## src/rtl/mem_arbiter.sv

```systemverilog
// Shares one main-memory line port between the I-cache and D-cache miss paths.
// Optional build macro ARB_DCACHE_PRIO_EN gives the D-side strict priority instead of round-robin.
module mem_arbiter #(
   parameter int ADDR_WIDTH = 28,
   parameter int DATA_WIDTH = 128,
   parameter int BEATS      = 4
) (
   input  logic                  clk,
   input  logic                  reset,
   input  logic                  ic_req_valid,
   output logic                  ic_req_ready,
   input  logic [ADDR_WIDTH-1:0] ic_req_addr,
   output logic                  ic_resp_valid,
   output logic [DATA_WIDTH-1:0] ic_resp_data,
   input  logic                  dc_req_valid,
   output logic                  dc_req_ready,
   input  logic                  dc_req_rnw,
   input  logic [ADDR_WIDTH-1:0] dc_req_addr,
   input  logic                  dc_wdata_valid,
   output logic                  dc_wdata_ready,
   input  logic [DATA_WIDTH-1:0] dc_wdata,
   output logic                  dc_resp_valid,
   output logic [DATA_WIDTH-1:0] dc_resp_data,
   output logic                  mem_req_valid,
   input  logic                  mem_req_ready,
   output logic                  mem_req_rnw,
   output logic [ADDR_WIDTH-1:0] mem_req_addr,
   output logic                  mem_wdata_valid,
   input  logic                  mem_wdata_ready,
   output logic [DATA_WIDTH-1:0] mem_wdata,
   input  logic                  mem_resp_valid,
   input  logic [DATA_WIDTH-1:0] mem_resp_data,
   output logic                  busy
);

   // state | meaning
   // IDLE  | arbitrating, waiting for a line request
   // ADDR  | presenting latched address/rnw to memory
   // WDATA | passing D-side write beats through to memory
   // RDATA | routing memory read beats to the owning requester

   localparam int CW = (BEATS > 1) ? $clog2(BEATS) : 1;

`ifdef ARB_DCACHE_PRIO_EN
   localparam bit DC_PRIO = 1'b1;
`else
   localparam bit DC_PRIO = 1'b0;
`endif

   typedef enum logic [1:0] {IDLE, ADDR, WDATA, RDATA} state_t;

   state_t                state, state_nxt;
   logic [CW-1:0]         cnt, cnt_nxt;
   logic                  owner, owner_nxt;           // 1 = D-side
   logic                  last_grant, last_grant_nxt; // 1 = D-side
   logic [ADDR_WIDTH-1:0] addr_q, addr_nxt;
   logic                  rnw_q, rnw_nxt;
   logic                  grant_dc, grant_ic, last_beat;
   logic                  wr_hs, rd_hs;

   assign grant_dc  = dc_req_valid && (DC_PRIO || !ic_req_valid || !last_grant);
   assign grant_ic  = ic_req_valid && !grant_dc;
   assign last_beat = (cnt == CW'(BEATS - 1));

   always_ff @(posedge clk) begin
      if (reset) begin
         state      <= IDLE;
         cnt        <= '0;
         owner      <= 1'b0;
         last_grant <= 1'b0;
         addr_q     <= '0;
         rnw_q      <= 1'b1;
      end else begin
         state      <= state_nxt;
         cnt        <= cnt_nxt;
         owner      <= owner_nxt;
         last_grant <= last_grant_nxt;
         addr_q     <= addr_nxt;
         rnw_q      <= rnw_nxt;
      end
   end

   always_comb begin
      state_nxt      = state;
      cnt_nxt        = cnt;
      owner_nxt      = owner;
      last_grant_nxt = last_grant;
      addr_nxt       = addr_q;
      rnw_nxt        = rnw_q;

      // Handshake-visible outputs are gated by reset so nothing leaks while it is held.
      ic_req_ready    = 1'b0;
      dc_req_ready    = 1'b0;
      mem_req_valid   = 1'b0;
      mem_wdata_valid = 1'b0;
      dc_wdata_ready  = 1'b0;
      ic_resp_valid   = 1'b0;
      dc_resp_valid   = 1'b0;
      wr_hs           = 1'b0;
      rd_hs           = 1'b0;

      mem_req_rnw  = rnw_q;
      mem_req_addr = addr_q;
      mem_wdata    = dc_wdata;
      ic_resp_data = mem_resp_data;
      dc_resp_data = mem_resp_data;
      busy         = (state != IDLE);

      case (state)
         IDLE: begin
            ic_req_ready = !reset && grant_ic;
            dc_req_ready = !reset && grant_dc;
            if (grant_ic || grant_dc) begin
               owner_nxt      = grant_dc;
               last_grant_nxt = grant_dc;
               addr_nxt       = grant_dc ? dc_req_addr : ic_req_addr;
               rnw_nxt        = grant_dc ? dc_req_rnw : 1'b1;
               cnt_nxt        = '0;
               state_nxt      = ADDR;
            end
         end
         ADDR: begin
            mem_req_valid = !reset;
            if (mem_req_ready) begin
               state_nxt = rnw_q ? RDATA : WDATA;
            end
         end
         WDATA: begin
            mem_wdata_valid = !reset && dc_wdata_valid;
            dc_wdata_ready  = !reset && mem_wdata_ready;
            wr_hs           = dc_wdata_valid && mem_wdata_ready;
            if (wr_hs) begin
               if (last_beat) begin
                  cnt_nxt   = '0;
                  state_nxt = IDLE;
               end else begin
                  cnt_nxt = cnt + 1'b1;
               end
            end
         end
         RDATA: begin
            ic_resp_valid = !reset && mem_resp_valid && !owner;
            dc_resp_valid = !reset && mem_resp_valid && owner;
            rd_hs         = mem_resp_valid;
            if (rd_hs) begin
               if (last_beat) begin
                  cnt_nxt   = '0;
                  state_nxt = IDLE;
               end else begin
                  cnt_nxt = cnt + 1'b1;
               end
            end
         end
         default: state_nxt = IDLE;
      endcase
   end

endmodule

```

## config.mk

```make
export PLATFORM = sky130hd
export DESIGN_NAME = mem_arbiter
export DESIGN_NICKNAME = d
export VERILOG_FILES = /design/src/rtl/mem_arbiter.sv
export SDC_FILE = /design/constraint.sdc
export NUM_CORES = 1
export LEC_CHECK = 0
export BUFFER_PORTS_ARGS = -buffer_cell sky130_fd_sc_hd__buf_4
export CELL_PAD_IN_SITES_DETAIL_PLACEMENT = 0
export CELL_PAD_IN_SITES_GLOBAL_PLACEMENT = 1
export CORE_AREA = 2 2 292 294
export DETAILED_ROUTE_END_ITERATION = 10
export DIE_AREA = 0 0 294 296
export GPL_ROUTABILITY_DRIVEN = 0
export PLACE_DENSITY = 0.33
export SLEW_MARGIN = 20
export SYNTH_ARGS = -nofsm -noshare
export SYNTH_HDL_FRONTEND = slang
export SYNTH_SLANG_ARGS = --single-unit
export TNS_END_PERCENT = 50
```

## constraint.sdc

```tcl
create_clock -name clk -period 1.56 [get_ports clk]
set_input_delay 0.078 -clock clk [delete_from_list [all_inputs] [get_ports clk]]
set_output_delay 0.078 -clock clk [all_outputs]
set_load 0.02 [all_outputs]
```

==> impl_metrics.ini, run 1 <==
[clock_tree]
cts_tree = yes
ctsHoldBuffers = 0
cts_sinks = 34
clk_latency_ns = 0.32
cts_max_level = 2
clk_pin_slew_ns = 0.07
root_buffer = clkbuf_16
cts_buffers = 5
cts.path.max_buffers = 2

[floorplanning]
rows = 107
initial_core_util_pct = 5.48
core-area_mm2 = 0.0842
die_y_um = 296
fp.dieW_um = 294
die_area_mm2 = 0.0870
ios = 742

[worst_setup_path]
path_buf_inv = 2
crit_slowest_cell = dfxtp_2
cp_cell_sequence = a21boi_4 > buf_4 > bufbuf_16 > mux2i_2 > a211oi_2
crit_start = last_grant$_SDFFE_PP0P_
crit_type = register to register
worstPathMaxFanout = 12
arrival_ns = 1.67
critPathTopFamily = buffers and inverters
cpPeakStageDelay_ns = 0.35
timing.rr.start = last_grant$_SDFFE_PP0P_
endpoint_kind = register
critPathLaunchType = register
cp.required_ns = 1.76

[synth]
synth_seq_cells = 34
async_flop_share_pct = 0
ys_warn_count = 0
synthCells = 564
synth_edf_count = 0
avgSynthCellArea_um2 = 8.18
ys_seq_area_share_pct = 14.7
synth_area_mm2 = 0.00462
synth_nets = 886
ys_types = 32
synth_ff_type = dfxtp_1

[sta]
finalMaxSlewViolations = 0
rsz0062_at_grt = no
max_slew.worst_pin.slew_ns = 0.374
finalWorstSetupSlack_ns = 0.0924
period_share_pct = 94.1
max_freq_mhz = 681
setup_viol = 0
finalHoldViolCount = 0
slew_headroom_pct = 75.1
skew_ns = 0.0115
finalCriticalPeriod_ns = 1.47
setup_tns_ns = 0

[global_route]
grtUsageTotal_pct = 4.11
antenna_found_initial = 1
grt-ovfl-total = 0
grt_pass1_wl_um = 23300
grt_pass1_vias = 2692
grt_max_degree = 26

[power]
max-vdd-ir-drop_uv = 436
p_seq_share_pct = 25.6
p_comb_share_pct = 47.5
p_total_mw = 5.50
power.leakage_nw = 1.36
switching_share_pct = 41.0
p_sw_mw = 2.26
p_per_area_mw_per_mm2 = 1310
p_int_mw = 3.24
pwr-share-clk_pct = 26.9

[detailed_routing]
drc = 0
drt_wl_total_um = 18800
drtPass1Iterations = 4
antenna_left = 0
avgViaCountPerCell = 1.73
vias = 2394
initialDrtViolationCount = 68
wire_per_inst_um = 13.6

[placed_design]
dp_slack_ns = 0.106
dpl.hpwl_um = 14900
port_buffers = 101

[job]
maxCapViolations = 0

[worst_hold_path]
hold_class = primary input to register
hp-start = dc_req_rnw

[cells_and_area]
final_cell_mix = buf_4 (117), dfxtp_1 (31), a21oi_1 (29)
layout_commonest_cell = buf_4
diodes = 0
finish.utilization_pct = 5.00
area_growth_pct = -8.84
fill_cells = 9917
fin_nets = 615
drive_gt1_share_pct = 48.3

[outcome]
status = finished, final reports clean
-- power groups by stage --
stage          Sequential [mW]  Combinational [mW]  Clock (mW)
3_5_place_dp              1.43                2.54           0
6_report                  1.41                2.61        1.48
3_3_place_gp              1.44                2.52           0
5_1_grt                   1.45                2.86        1.61
4_1_cts                   1.42                2.66        1.58
2_1_floorplan             1.64                2.49           0
-- synthesized netlist by cell type (2+ instances only) --
master	count	area, um^2
a21o_1	2	15.0
a211oi_1	29	218
a21oi_1	29	145
clkbuf_1	3	11.3
nand3b_1	2	15.0
nor2_4	2	22.5
nor2_1	4	15.0
buf_2	6	30.0
buf_6	2	22.5
o32ai_1	2	17.5
nand2b_1	3	18.8
nor3_1	2	10.0
mux2i_1	29	290
buf_8	2	30.0
dfxtp_1	34	681
inv_1	4	15.0
o21bai_1	2	15.0
buf_4	387	2910
nand2_1	5	18.8
nor3b_1	3	22.5
-- through the flow --
stage | cells | hold WS, ns | area (um^2)
CTS | 1382 | 0.0301 | 4180
global placement | 1368 | 0.156 | 3900
global route | 1384 | 0.0767 | 4210
floorplan | 564 | 0.269 | 4620
finish | 1384 | 0.0589 | 4210
detailed placement | 1368 | 0.156 | 3900
-- cells by family (layout without fill, tap and decap cells) --
| kind of cell | count (synthesis) | after routing | share of synthesized area [%] |
|---|---|---|---|
| AO/OA/AOI/OAI | 69 | 69 | 9.92 |
| adder cells (fa/ha/maj) | 1 | 1 | 0.271 |
| buffers and inverters | 405 | 135 | 65.4 |
| flip-flops | 34 | 34 | 14.7 |
| multiplexers | 29 | 29 | 6.29 |
| AND/OR/NAND/NOR | 26 | 26 | 3.39 |
-- worst paths after layout --
kind,end,slack [ns],depth (start not counted)
worst min register to register,cnt[1]$_SDFFE_PP0P_,0.49,2
worst max-delay path,mem_req_addr[16]$_SDFFE_PP0P_,0.09,5
worst min-delay path,mem_req_rnw$_SDFFE_PP1P_,0.06,3
worst max register to register,mem_req_addr[16]$_SDFFE_PP0P_,0.09,5
-- state kept, by name, summed over array words and instances, names as in the netlist --
register	flops
last_grant	1
mem_req_rnw	1
state	2
cnt	2
mem_req_addr	28
-- repair_timing --
item,CTS,global route
cloned,1,0
setup buffers,5,3
pin swaps,2,2
setup endpoints to repair,6,12
gates resized for setup,5,6
-- cell type report --
type	count	area [um^2]	share of cell area, %
Clock buffer	5	125	2.97
Multi-Input combinational cell	125	941	22.4
Clock inverter	3	68.8	1.64
Sequential cell	34	689	16.4
Inverter	4	17.5	0.416
Tap cell	1090	1360	32.4
Timing Repair Buffer	123	1000	23.8
-- per-layer routing --
metal / routed length [um] / global-route usage (%) / up-vias
li1: - / - / 897
met1: 4840 / 2.95 / 947
met2: 8560 / 6.11 / 395
met3: 3820 / 4.09 / 151
met4: 1520 / 3.73 / 4
met5: 102 / 0.887 / -
-- worst register-to-register path: stages, from the launching register on --
cell	delay, ns
dfxtp_2	0.35
a21boi_4	0.20
buf_4	0.16
bufbuf_16	0.31
mux2i_2	0.24
a211oi_2	0.09
Power figures use the tool's default switching activity.
==> run 2, diff against run 1 <==
--- a/config.mk
+++ b/config.mk
@@ -5,7 +5,7 @@
 export SDC_FILE = /design/constraint.sdc
 export NUM_CORES = 1
 export LEC_CHECK = 0
-export BUFFER_PORTS_ARGS = -buffer_cell sky130_fd_sc_hd__buf_4
+export BUFFER_PORTS_ARGS = -buffer_cell sky130_fd_sc_hd__buf_2
 export CELL_PAD_IN_SITES_DETAIL_PLACEMENT = 0
 export CELL_PAD_IN_SITES_GLOBAL_PLACEMENT = 1
 export CORE_AREA = 2 2 292 294
@@ -13,6 +13,7 @@
 export DIE_AREA = 0 0 294 296
 export GPL_ROUTABILITY_DRIVEN = 0
 export PLACE_DENSITY = 0.33
+export RECOVER_POWER = 100
 export SLEW_MARGIN = 20
 export SYNTH_ARGS = -nofsm -noshare
 export SYNTH_HDL_FRONTEND = slang
==> constraint.sdc (replaced) <==
create_clock -name clk -period 1.56 [get_ports clk]
set_input_delay 0.156 -clock clk [delete_from_list [all_inputs] [get_ports clk]]
set_output_delay 0.156 -clock clk [all_outputs]
set_load 0.02 [all_outputs]
==> run 2 against run 1 <==
  * Die area did not move
  * Combinational power rose by 2%
  * Via count rose by 0.71%
  * Sequential cell count did not move
  * Setup slack got worse by 0.053 ns
  * Clock-buffer cell count did not move
  * Critical path depth fell by 1
  * Utilization fell by 0.26 points
  * Maximum frequency fell by 3.5%
  * First-iteration DRC count fell by 28%
  * Final cell count rose by 0.29%
  * Sequential share of layout area rose by 0.91 points
==> impl_metrics.ini, run 2 (same netlist as run 1, synthesis figures left out) <==
[outcome]
status = finished, final reports clean

[clock_tree]
cts_buffers = 5
cts.path.max_buffers = 2
root_buffer = clkbuf_16
cts_sinks = 34
clk_pin_slew_ns = 0.07
cts_max_level = 2
cts_tree = yes
clk_latency_ns = 0.32

[sta]
finalCriticalPeriod_ns = 1.52
slew_headroom_pct = 73.8
finalHoldViolCount = 0
period_share_pct = 97.5
finalWorstSetupSlack_ns = 0.0389
setup_viol = 0
max_slew.worst_pin.slew_ns = 0.389
skew_ns = 0.00939
finalMaxSlewViolations = 0
holdWs_ns = 0.145
rsz0062_at_grt = yes
max_freq_mhz = 657
setup_tns_ns = 0

[worst_setup_path]
worstPathMaxFanout = 6
cpPeakStageDelay_ns = 0.37
crit_type = register to primary output
critPathTopFamily = simple AND/OR/NAND/NOR gates
crit_slowest_cell = dfxtp_4
crit_start = state[1]$_SDFFE_PP0P_
rr_endpoint = mem_req_addr[8]$_SDFFE_PP0P_
reg2regPathDepth = 6
timing.rr.start = last_grant$_SDFFE_PP0P_
endpoint_kind = primary output
path_buf_inv = 2
cp.required_ns = 1.40
rrSetupSlack_ns = 0.15
arrival_ns = 1.37
critPathLaunchType = register
cp_cell_sequence = nor2_4 > inv_4 > nor4b_4 > buf_4

[floorplanning]
core-area_mm2 = 0.0842
ios = 742
fp.dieW_um = 294
die_y_um = 296
die_area_mm2 = 0.0870
initial_core_util_pct = 5.48
rows = 107

[power]
p_sw_mw = 2.33
max-vdd-ir-drop_uv = 443
power.leakage_nw = 1.23
p_per_area_mw_per_mm2 = 1380
switching_share_pct = 42.5
p_comb_share_pct = 48.3
p_total_mw = 5.49
p_int_mw = 3.16
p_seq_share_pct = 25.2
pwr-share-clk_pct = 26.5

[placed_design]
placed_cell_area_mm2 = 0.00367
port_buffers = 101
dp_slack_ns = 0.00695
dpl.hpwl_um = 15100

[cells_and_area]
largest_register_ffs = 28
final_cell_mix = buf_2 (71), dfxtp_1 (31), a21oi_1 (29)
drive_gt1_share_pct = 40.6
fin_nets = 619
diodes = 0
area_growth_pct = -13.6
layout_commonest_cell = buf_2
final_area_mm2 = 0.00399

[detailed_routing]
drt_wl_total_um = 18900
vias = 2411
antenna_left = 0
avgViaCountPerCell = 1.74
initialDrtViolationCount = 49
wire_per_inst_um = 13.6
drc = 0
drtPass1Iterations = 4

[worst_hold_path]
hp-start = dc_req_rnw
hold_class = primary input to register
hold_path_depth = 3
holdPathEnd = mem_req_rnw$_SDFFE_PP1P_

[global_route]
grt.busiest_layer = met2
grt_use_met2_pct = 6.14
grt_max_degree = 25
grt_pass1_wl_um = 23600
grtUsageTotal_pct = 4.17
grt_pass1_vias = 2755
grt_use_met3_pct = 4.27
use_met1_pct = 2.99
antenna_found_initial = 1
grt-ovfl-total = 0

[job]
maxCapViolations = 0
[run 2: changes by cell type in the layout (fill, tap and decap cells not counted), sizes merged]
| cell | before | now |
|---|---|---|
| clkbuf | 5 | 33 |
| buf | 122 | 98 |
[run 2: repair_timing]
action                                  in CTS  in global routing
gates cloned                                 1                  0
gates resized for setup                     11                  7
setup buffers                                4                  5
endpoints found under the setup margin       7                  7
pin swaps                                    2                  3
hold endpoints to repair                     0                  0
hold buffers                                 0                  0
[run 2: per-stage QoR]
step                      std cells  util [%]
after global routing           1388      4.73
after detailed placement       1370      4.36
after floorplan                 564         -
final                          1388      4.73
after CTS                      1383      4.69
after global placement         1370      4.36
[run 2: area by class of cell]
class	instances	area, um^2
fillers	9972	80200
well taps	1090	1360
multi-input cells	125	956
repair buffers	127	766
flip-flops and latches	34	689
clock buffers	5	125
clock inverters	3	68.8
inverters	4	17.5
[run 2: power groups by stage]
stage | clock network (mW) | logic [mW] | registers (mW)
3_3_place_gp | 0 | 2.38 | 1.41
3_5_place_dp | 0 | 2.37 | 1.42
5_1_grt | 1.59 | 2.91 | 1.43
2_1_floorplan | 0 | 2.49 | 1.64
4_1_cts | 1.60 | 2.69 | 1.40
6_report | 1.46 | 2.65 | 1.38
[run 2: worst min-delay path: stages]
cell and delay, ns:
buf_2 0.08, nand3b_1 0.09, a21o_1 0.10
[run 2: how the worst max path moves through the flow]
| stage | cells after the start | endpoint | slack [ns] |
|---|---|---|---|
| CTS | 4 | ic_req_ready | -0.02 |
| global placement | 3 | state[0]$_SDFFE_PP0P_ | -0.05 |
| global route | 4 | ic_req_ready | -0.04 |
| finish | 4 | ic_req_ready | 0.04 |
| detailed placement | 3 | state[0]$_SDFFE_PP0P_ | 0.007 |
| floorplan | 4 | ic_req_ready | 0.16 |
[run 2: per-layer routing]
metal	wire, um	up-vias	share of wire (%)
li1	-	904	-
met1	4890	959	26
met2	8380	401	44
met3	4000	147	21
met4	1600	0	8.5
met5	0	-	0
==> run 3, diff against run 2 <==
==> constraint.sdc (replaced) <==
create_clock -name clk -period 1.56 [get_ports clk]
set_input_delay 0.156 -clock clk [delete_from_list [all_inputs] [get_ports clk]]
set_output_delay 0.156 -clock clk [all_outputs]
set_load 0.05 [all_outputs]
==> run 3 against run 2 <==
  * Combinational power increased by 9.1%
  * Register-to-register slack got worse by 0.05 ns
  * Sequential cell count unchanged
  * Critical path type unchanged
  * Largest power group unchanged
==> impl_metrics.ini, run 3 (same netlist as run 1, synthesis figures left out) <==
[outcome]
status = finished, final reports clean

[power]
p_total_mw = 5.74
p_per_area_mw_per_mm2 = 1490
power.leakage_nw = 1.16
max-vdd-ir-drop_uv = 521

[detailed_routing]
top_layer = met5
drc = 0
vias = 2383
wl_met2_um = 7340
wire_per_inst_um = 12.9
antenna_left = 0
avgViaCountPerCell = 1.73
wl_met1_um = 5350
drt_wl_total_um = 17800
initialDrtViolationCount = 62
drtPass1Iterations = 4
dr_wl_met3_um = 3480

[worst_setup_path]
cp.required_ns = 1.40
cpPeakStageDelay_ns = 0.38
critPathLaunchType = register
critPathTopFamily = flip-flops
crit_type = register to primary output
cp_num_cells = 4
reg2regPathDepth = 5
crit_slowest_cell = dfxtp_4
endpoint_kind = primary output
arrival_ns = 1.34
cp_cell_sequence = nor2_4 > inv_2 > nor4b_4 > buf_6
path_buf_inv = 2
worstPathMaxFanout = 8

[sta]
max_slew.worst_pin.slew_ns = 0.648
setup_tns_ns = 0
max_freq_mhz = 670
finalHoldViolCount = 0
finalMaxSlewViolations = 0
setup_viol = 0
skew_ns = 0.0128
rsz0062_at_grt = yes
finalCriticalPeriod_ns = 1.49
period_share_pct = 95.7
slew_headroom_pct = 57.0

[floorplanning]
die_y_um = 296
ios = 742
initial_core_util_pct = 5.48
rows = 107
core-area_mm2 = 0.0842
fp.dieW_um = 294
die_area_mm2 = 0.0870

[clock_tree]
cts_buffers = 5
clk_pin_slew_ns = 0.06
cts_max_level = 2
cts.path.max_buffers = 2
clk_latency_ns = 0.32
cts_tree = yes
ctsHoldBuffers = 0
root_buffer = clkbuf_16
cts_sinks = 34

[cells_and_area]
diodes = 0
fin_nets = 610
largest_register_ffs = 28
area_growth_pct = -16.3
drive_gt1_share_pct = 38.1
layout_commonest_cell = buf_2
final_cell_mix = buf_2 (67), dfxtp_1 (31), a21oi_1 (29), mux2i_1 (29), a211oi_1 (29)
fill_cells = 9946

[worst_hold_path]
hold_class = primary input to register
hold_path_depth = 3

[global_route]
grt_max_degree = 26
grt_pass1_vias = 2576
grt_pass1_wl_um = 21900
grtUsageTotal_pct = 3.85
grt-ovfl-total = 0
antenna_found_initial = 1

[placed_design]
dpl.hpwl_um = 14600
port_buffers = 101

[job]
maxCapViolations = 0
[run 3: metrics by stage]
| stage | worst slack (ns) | hold WS [ns] | instance area (um^2) | utilization, % | cells |
|---|---|---|---|---|---|
| after detailed placement | -0.0152 | 0.312 | 3630 | 4.31 | 1367 |
| after CTS | 0.0178 | 0.140 | 3890 | 4.62 | 1379 |
| after floorplan | -0.334 | 0.357 | 4630 | - | 564 |
| after global routing | -0.000795 | 0.159 | 3860 | 4.59 | 1379 |
| after global placement | 0.0154 | 0.312 | 3630 | 4.31 | 1367 |
| final | 0.0671 | 0.166 | 3860 | 4.59 | 1379 |
[run 3: final cells by class]
class	instances	area (um^2)	area share [%]
repair buffers	118	658	17.0
inverters	4	15.0	0.389
well taps	1090	1360	35.3
clock inverters	3	68.8	1.78
flip-flops and latches	34	689	17.8
multi-input cells	125	942	24.4
clock buffers	5	125	3.24
[run 3: power breakdown]
group          internal [mW]  switching, mW  total, mW
clock network          0.922          0.536       1.46
logic                  0.786           2.10       2.89
registers               1.18          0.220       1.40
[run 3: layer usage]
layer  global-route usage [%]  vias to the layer above
met5                     1.50                        -
met4                     3.99                        4
met3                     3.51                      141
met2                     5.20                      387
met1                     3.13                      961
li1                         -                      890
[run 3: path summary, 6_finish.rpt]
check / slack [ns] / endpoint / from
worst max-delay path: 0.07 / ic_req_ready / state[0]$_SDFFE_PP0P_
worst min register to register: 0.51 / cnt[1]$_SDFFE_PP0P_ / cnt[1]$_SDFFE_PP0P_
worst min-delay path: 0.17 / mem_req_rnw$_SDFFE_PP1P_ / dc_req_rnw
worst max register to register: 0.10 / mem_req_addr[6]$_SDFFE_PP0P_ / last_grant$_SDFFE_PP0P_
[run 3: timing repair]
item,CTS,global route
setup endpoints to repair,9,5
resized for setup,13,3
pin swaps,3,1
setup buffers,4,0
[run 3: worst reg2reg max path: stages, from the launching register on]
cell      delay (ns)
dfxtp_4         0.35
a21boi_4        0.22
buf_4           0.21
buf_4           0.21
mux2i_1         0.24
a211oi_1        0.09
